==> src/rtl/core_run_ctrl.sv <==
// core_run_ctrl: reset/run/single-step sequencer for a group of processor cores with halt and step-budget termination
module core_run_ctrl #(
    parameter int N_CORES    = 1,
    parameter int RST_CYCLES = 1,
    parameter int MAX_STEPS  = 200,
    parameter int CNT_W      = 32
) (
    input  logic               i_clk,
    input  logic               i_rst,
    input  logic               i_start,
    input  logic               i_step_mode,
    input  logic               i_step_req,
    input  logic [N_CORES-1:0] i_halt,
    output logic               o_core_rst,
    output logic               o_core_en,
    output logic               o_busy,
    output logic               o_done,
    output logic               o_timeout,
    output logic [N_CORES-1:0] o_halted,
    output logic [CNT_W-1:0]   o_cycle_cnt
);
    localparam int RW = RST_CYCLES > 1 ? $clog2(RST_CYCLES) : 1;
    typedef enum logic [2:0] {IDLE, RESET, RUN, STEP_WAIT, DONE} state_t;
    state_t        state;
    logic [RW-1:0] rcnt;
    logic          last;
    // the enabled cycle in progress is the final one the budget allows
    assign last = MAX_STEPS != 0 && o_cycle_cnt == CNT_W'(MAX_STEPS - 1);
    always_ff @(posedge i_clk) begin
        if (i_rst) begin
            state       <= IDLE;
            rcnt        <= '0;
            o_core_rst  <= 1'b1;
            o_core_en   <= 1'b0;
            o_busy      <= 1'b0;
            o_done      <= 1'b0;
            o_timeout   <= 1'b0;
            o_halted    <= '0;
            o_cycle_cnt <= '0;
        end else begin
            if (o_core_en)
                o_cycle_cnt <= &o_cycle_cnt ? o_cycle_cnt : o_cycle_cnt + 1'b1;
            case (state)
                IDLE, DONE: if (i_start) begin
                    state       <= RESET;
                    rcnt        <= '0;
                    o_core_rst  <= 1'b1;
                    o_busy      <= 1'b1;
                    o_done      <= 1'b0;
                    o_timeout   <= 1'b0;
                    o_halted    <= '0;
                    o_cycle_cnt <= '0;
                end
                RESET: if (rcnt == RW'(RST_CYCLES - 1)) begin
                    state      <= i_step_mode ? STEP_WAIT : RUN;
                    o_core_rst <= 1'b0;
                    o_core_en  <= !i_step_mode;
                end else begin
                    rcnt <= rcnt + 1'b1;
                end
                default: if (o_core_en && |i_halt) begin
                    state     <= DONE;
                    o_core_en <= 1'b0;
                    o_busy    <= 1'b0;
                    o_done    <= 1'b1;
                    o_halted  <= i_halt;
                end else if (o_core_en && last) begin
                    state     <= DONE;
                    o_core_en <= 1'b0;
                    o_busy    <= 1'b0;
                    o_done    <= 1'b1;
                    o_timeout <= 1'b1;
                end else if (i_step_mode) begin
                    state     <= STEP_WAIT;
                    o_core_en <= state == STEP_WAIT && i_step_req;
                end else begin
                    state     <= RUN;
                    o_core_en <= 1'b1;
                end
            endcase
        end
    end
endmodule

==> config.mk <==
export PLATFORM = sky130hd
export DESIGN_NAME = core_run_ctrl
export DESIGN_NICKNAME = d
export VERILOG_FILES = /design/src/rtl/core_run_ctrl.sv
export SDC_FILE = /design/constraint.sdc
export NUM_CORES = 1
export LEC_CHECK = 0
export CAP_MARGIN = 10
export CORE_ASPECT_RATIO = 0.7
export CORE_MARGIN = 4
export CORE_UTILIZATION = 30
export CTS_CLUSTER_DIAMETER = 100
export DETAILED_ROUTE_END_ITERATION = 12
export PLACE_DENSITY = 0.62
export SYNTH_ARGS = -nofsm -noshare
export SYNTH_HDL_FRONTEND = slang
export SYNTH_SLANG_ARGS = --single-unit
==> constraint.sdc <==
create_clock -name i_clk -period 5.15 [get_ports i_clk]
set_input_delay 1.03 -clock i_clk [delete_from_list [all_inputs] [get_ports i_clk]]
set_output_delay 1.03 -clock i_clk [all_outputs]
set_load 0.1 [all_outputs]
* Word level (Yosys, flattened, before mapping)
Index checks and enable logic that the tools add are counted.
** Word-level totals
- Register bits :: 42
- Input bits :: 6
- Output and inout port bits :: 38
** Operators by class
- Equal/unequal tests :: 7
- Add/sub/neg operators :: 2
- Bitwise operators :: 2
- Mux-type cells :: 31
- Reduce and logical (&&, ||, !) cells :: 18
** Operators by type and width (number)
- $mux 32 :: 4
- $add 32x1->32 const B :: 1
- $eq 32x8->1 const B :: 1
- $reduce_and 32->1 :: 1
- $mux 1 :: 15
- $pmux 1 s2 :: 7
- $mux 3 :: 4
- $reduce_and 3->1 :: 3
- $pmux 3 s2 :: 1
- $reduce_and 2->1 :: 3
- $reduce_bool 2->1 :: 3
- $ne 2x2->1 const B :: 2
- $reduce_and 4->1 :: 1
- $eq 3x1->1 const B :: 1
- $eq 3x2->1 const B :: 1
- $eq 3x3->1 const B :: 1
- $logic_and 1x1->1 :: 3
- $logic_not 3->1 :: 1
- $reduce_bool 3->1 :: 1
- $ne 2x1->1 const B :: 1
- $not 1->1 :: 2
- $reduce_or 2->1 :: 1
- $add 1x1->1 const B :: 1
- $logic_not 1->1 :: 1

* Logic depth before layout (Yosys ltp)
- Depth in word-level cells :: 6
- Depth in mapped cells :: 7
- Gate-level depth less buffers :: 6

* Worst setup path before layout
No wires, ideal clock.
- Path type :: reg2reg
- Start point :: register o_cycle_cnt[14]
- End point :: register o_cycle_cnt[6]
- Stages on the path, launching flop included :: 7
- Setup slack :: 2404 ps
- Period minus slack after synthesis :: 2746 ps
- Data arrival time :: 2631 ps
- Buffers on the path :: 1
- Library setup time :: 115 ps
- Data required time :: 5035 ps
- Cells stage by stage :: dfxtp_1 nand3_1 or4_4 o31ai_4 buf_6 nor4_1 o21a_1
** On the way
- Longest elaborated chain between the ends :: 5
** RTL lines
- start: declaration :: line 20 : output logic [CNT_W-1:0] o_cycle_cnt
- start signal: assignment :: line 42 : o_cycle_cnt <= &o_cycle_cnt ? o_cycle_cnt : o_cycle_cnt + 1'b1;
- $reduce_and 32->1 * :: line 42
- $mux 32 * :: line 42
- $mux 32 * :: line 41 : if (o_core_en)
- $mux 32 :: line 44 : IDLE, DONE: if (i_start) begin
- $mux 32 * :: line 43 : case (state)
Every way passes the cells marked *; elsewhere a longest branch is shown, timed or not.
A chain may end at the register's enable or synchronous reset.

* Final worst setup path
- Start point :: register o_core_en
- End point :: output o_core_en
** RTL lines
- start: declaration :: line 15 : output logic o_core_en,
- start signal: assignment :: line 57 : o_core_en <= !i_step_mode;
- start signal: assignment :: line 75 : o_core_en <= state == STEP_WAIT && i_step_req;
No word-level cell between the ends.

==> flow_summary.yaml <==
placement:
  gp_congestion: 0.904
  portBuffers: 43
  hpwl_mm: 4.61
  dp_slack_ns: 2.26
floorplanning:
  die_width_um: 110
  start_util: 0.315
  io_pins: 44
  num_rows: 25
  die_h_um: 79.2
  coreArea_sq_um: 6880
  die_area_sq_um: 8680
clock_network:
  clk_latency_ns: 0.29
  cts_resized: 0
  htree_levels: 2
  post-cts-setup-buffers: 0
  cts_made_buffers: 5
  cts_hold_buf: 0
  clkTransAtPathRegs_ns: 0.08
  cts_buffer_depth: 2
  cts-root-buf: "clkbuf_8"
  cts_tree: "yes"
  cts_sinks: 41
worst_setup_path:
  critPathMaxStageDelay_ns: 1.21
  worstPathArrival_ns: 2.07
  cp_max_fo: 9
  cp_top_family: "buffers and inverters"
  worstPathRequired_ns: 4.12
  critPathCaptureType: "output port"
  critPathKind: "reg -> out"
  start_kind: "flop"
  cp_cell_sequence: "clkdlybuf4s50_1"
  critPathSlowestCell: "clkdlybuf4s50_1"
  path_buf_inv: 1
synthesis:
  syn-num-nets: 277
  ys_ff_latch: 41
  synthMuxAreaShare: 0.00922
  ys_types: 44
  synth_top_family_by_area: "simple AND/OR/NAND/NOR gates"
  postSynthAreaPerCell_sq_um: 8.04
  ys_seq_area_frac: 0.378
  synth_edf_count: 0
  synth_adder_area_share: 0.00576
  synth_simple_gate_area_share: 0.341
  ys.flop_type: "dfxtp_1"
  postSynth.asyncResetShare: 0
  ys_warn_count: 0
  synth_compound_area_frac: 0.207
  synthCells: 270
  synth_xor_area_frac: 0.0161
  synth.cell_area_sq_um: 2170
sta:
  hold_viol_final: 0
  clock.fmax_ghz: 0.323
  fin_crit_ns: 3.10
  setup_violations: 0
  finClkSkew_ns: 0.00396
  tns_ns: 0
  worstMarginPinSlew_ns: 1.13
  setup_slack_ns: 2.05
  slew_headroom: 0.247
  rsz0062_at_grt: "no"
  finalCritPeriodShare: 0.602
  slew_violations: 0
  whs_ns: 0.450
detailed_routing:
  drc: 0
  wire_per_inst_um: 15.7
  vias: 2278
  drt_pre_antenna_iters: 5
  drt-vias-per-instance: 5.67
  ant_nets: 0
  routed_wl_mm: 6.30
  first_iter_violations: 169
hold_path:
  hp-class: "reg -> reg"
pwr:
  power_frac_seq: 0.457
  p_clk_frac: 0.424
  netSwitchingPower_uw: 187
  pwr-share-comb: 0.118
  intPower_uw: 538
  p_leak_uw: 0.000841
  ir_drop_uv: 94.9
  cellPowerDensity_nw_per_um2: 260
  sw_frac_of_total: 0.258
final_layout:
  post_route_cells_drive_above_1_share: 0.0455
  layout_common_cells: "43 x clkdlybuf4s50_1, 41 x dfxtp_1, 29 x a21oi_1"
  n_antenna_cell: 0
  area_growth_pct: 28.4
  final_common_cell: "clkdlybuf4s50_1"
  nets: 314
global_route:
  grt_max_degree: 36
  first_global_vias: 2077
  grtUsageTotal: 0.152
  grt_pass1_wl_mm: 10.6
  antenna_found_initial: 0
  grt-ovfl-total: 0
status:
  outcome: "finished clean"
flow_run:
  drv_cap: 0
-- final timing paths --
path,start,endpoint,slack (ns),cells after the start
setup reg to reg,o_cycle_cnt[20],o_cycle_cnt[25],2.44,5
hold reg to reg,o_core_rst,o_core_rst,0.45,2
setup / recovery,o_core_en,o_core_en,2.05,1
hold / removal,o_core_rst,o_core_rst,0.45,2
-- worst min-delay path: cells and delay by family, from the launching register on --
kind,cells,cell delay [ns]
flops,1,0.32
simple gates,2,0.09
-- area by class of cell --
| class | instances | area, sq um |
|---|---|---|
| Tap cell | 94 | 118 |
| Fill cell | 715 | 4100 |
| Sequential cell | 41 | 821 |
| Multi-Input combinational cell | 209 | 1260 |
| Timing Repair Buffer | 43 | 430 |
| Inverter | 7 | 26.3 |
| Clock buffer | 5 | 68.8 |
| Clock inverter | 3 | 65.1 |
-- Yosys cell counts, drive strengths merged (2+ instances only) --
cell	number	area (sq um)
dfxtp	41	821
a21oi	29	145
nand2	20	75.1
o21ai	20	100
nand4	19	125
or3	18	113
nand3	15	75.1
nor2	13	48.8
nor4	13	81.3
clkbuf	10	38.8
and4	7	61.3
inv	7	26.3
o21a	6	45.0
nor3	5	25.0
or4	5	41.3
a21o	4	30.0
a31oi	4	25.0
and2	4	25.0
and3	4	25.0
buf	3	27.5
xnor2	3	26.3
a31o	2	17.5
mux2i	2	20.0
nor4b	2	23.8
o31a	2	17.5
o31ai	2	28.8
-- power by group through the flow --
stage | Sequential [uW] | Clock (uW) | Combinational (uW)
floorplan | 362 | 0 | 42.5
global placement | 339 | 0 | 85.2
detailed placement | 339 | 0 | 85.5
CTS | 331 | 312 | 85.7
global route | 333 | 324 | 92.2
finish | 332 | 308 | 85.9
-- per-stage QoR --
stage / power [uW] / utilization / cell area [sq um] / cells
finish: 725 / 0.405 / 2790 / 402
global route: 749 / 0.405 / 2790 / 402
CTS: 729 / 0.405 / 2790 / 402
detailed placement: 424 / 0.385 / 2650 / 394
global placement: 424 / 0.385 / 2650 / 394
floorplan: 405 / - / 2170 / 270
-- cells by family (layout without fill, tap and decap cells) --
family                     Yosys count  after routing
AOI/OAI and AO/OA                   74             74
and+or+nand+nor                    128            128
DFF                                 41             41
adders and majority gates            1              1
xor gates and xnor gates             4              4
muxes                                2              2
buffers and inverters               20             58
-- flip-flops by register name (all words and copies together), names as in the netlist --
signal	flops
o_busy	1
o_core_en	1
o_core_rst	1
o_cycle_cnt	32
o_done	1
o_halted	1
o_timeout	1
state	3
-- per-layer routing --
layer,global-route usage,routed length [um]
met3,0.0406,494
met5,0,0
met1,0.225,3110
met2,0.217,2630
met4,0.0349,64
Note: power is estimated with default switching activity, not from simulation.
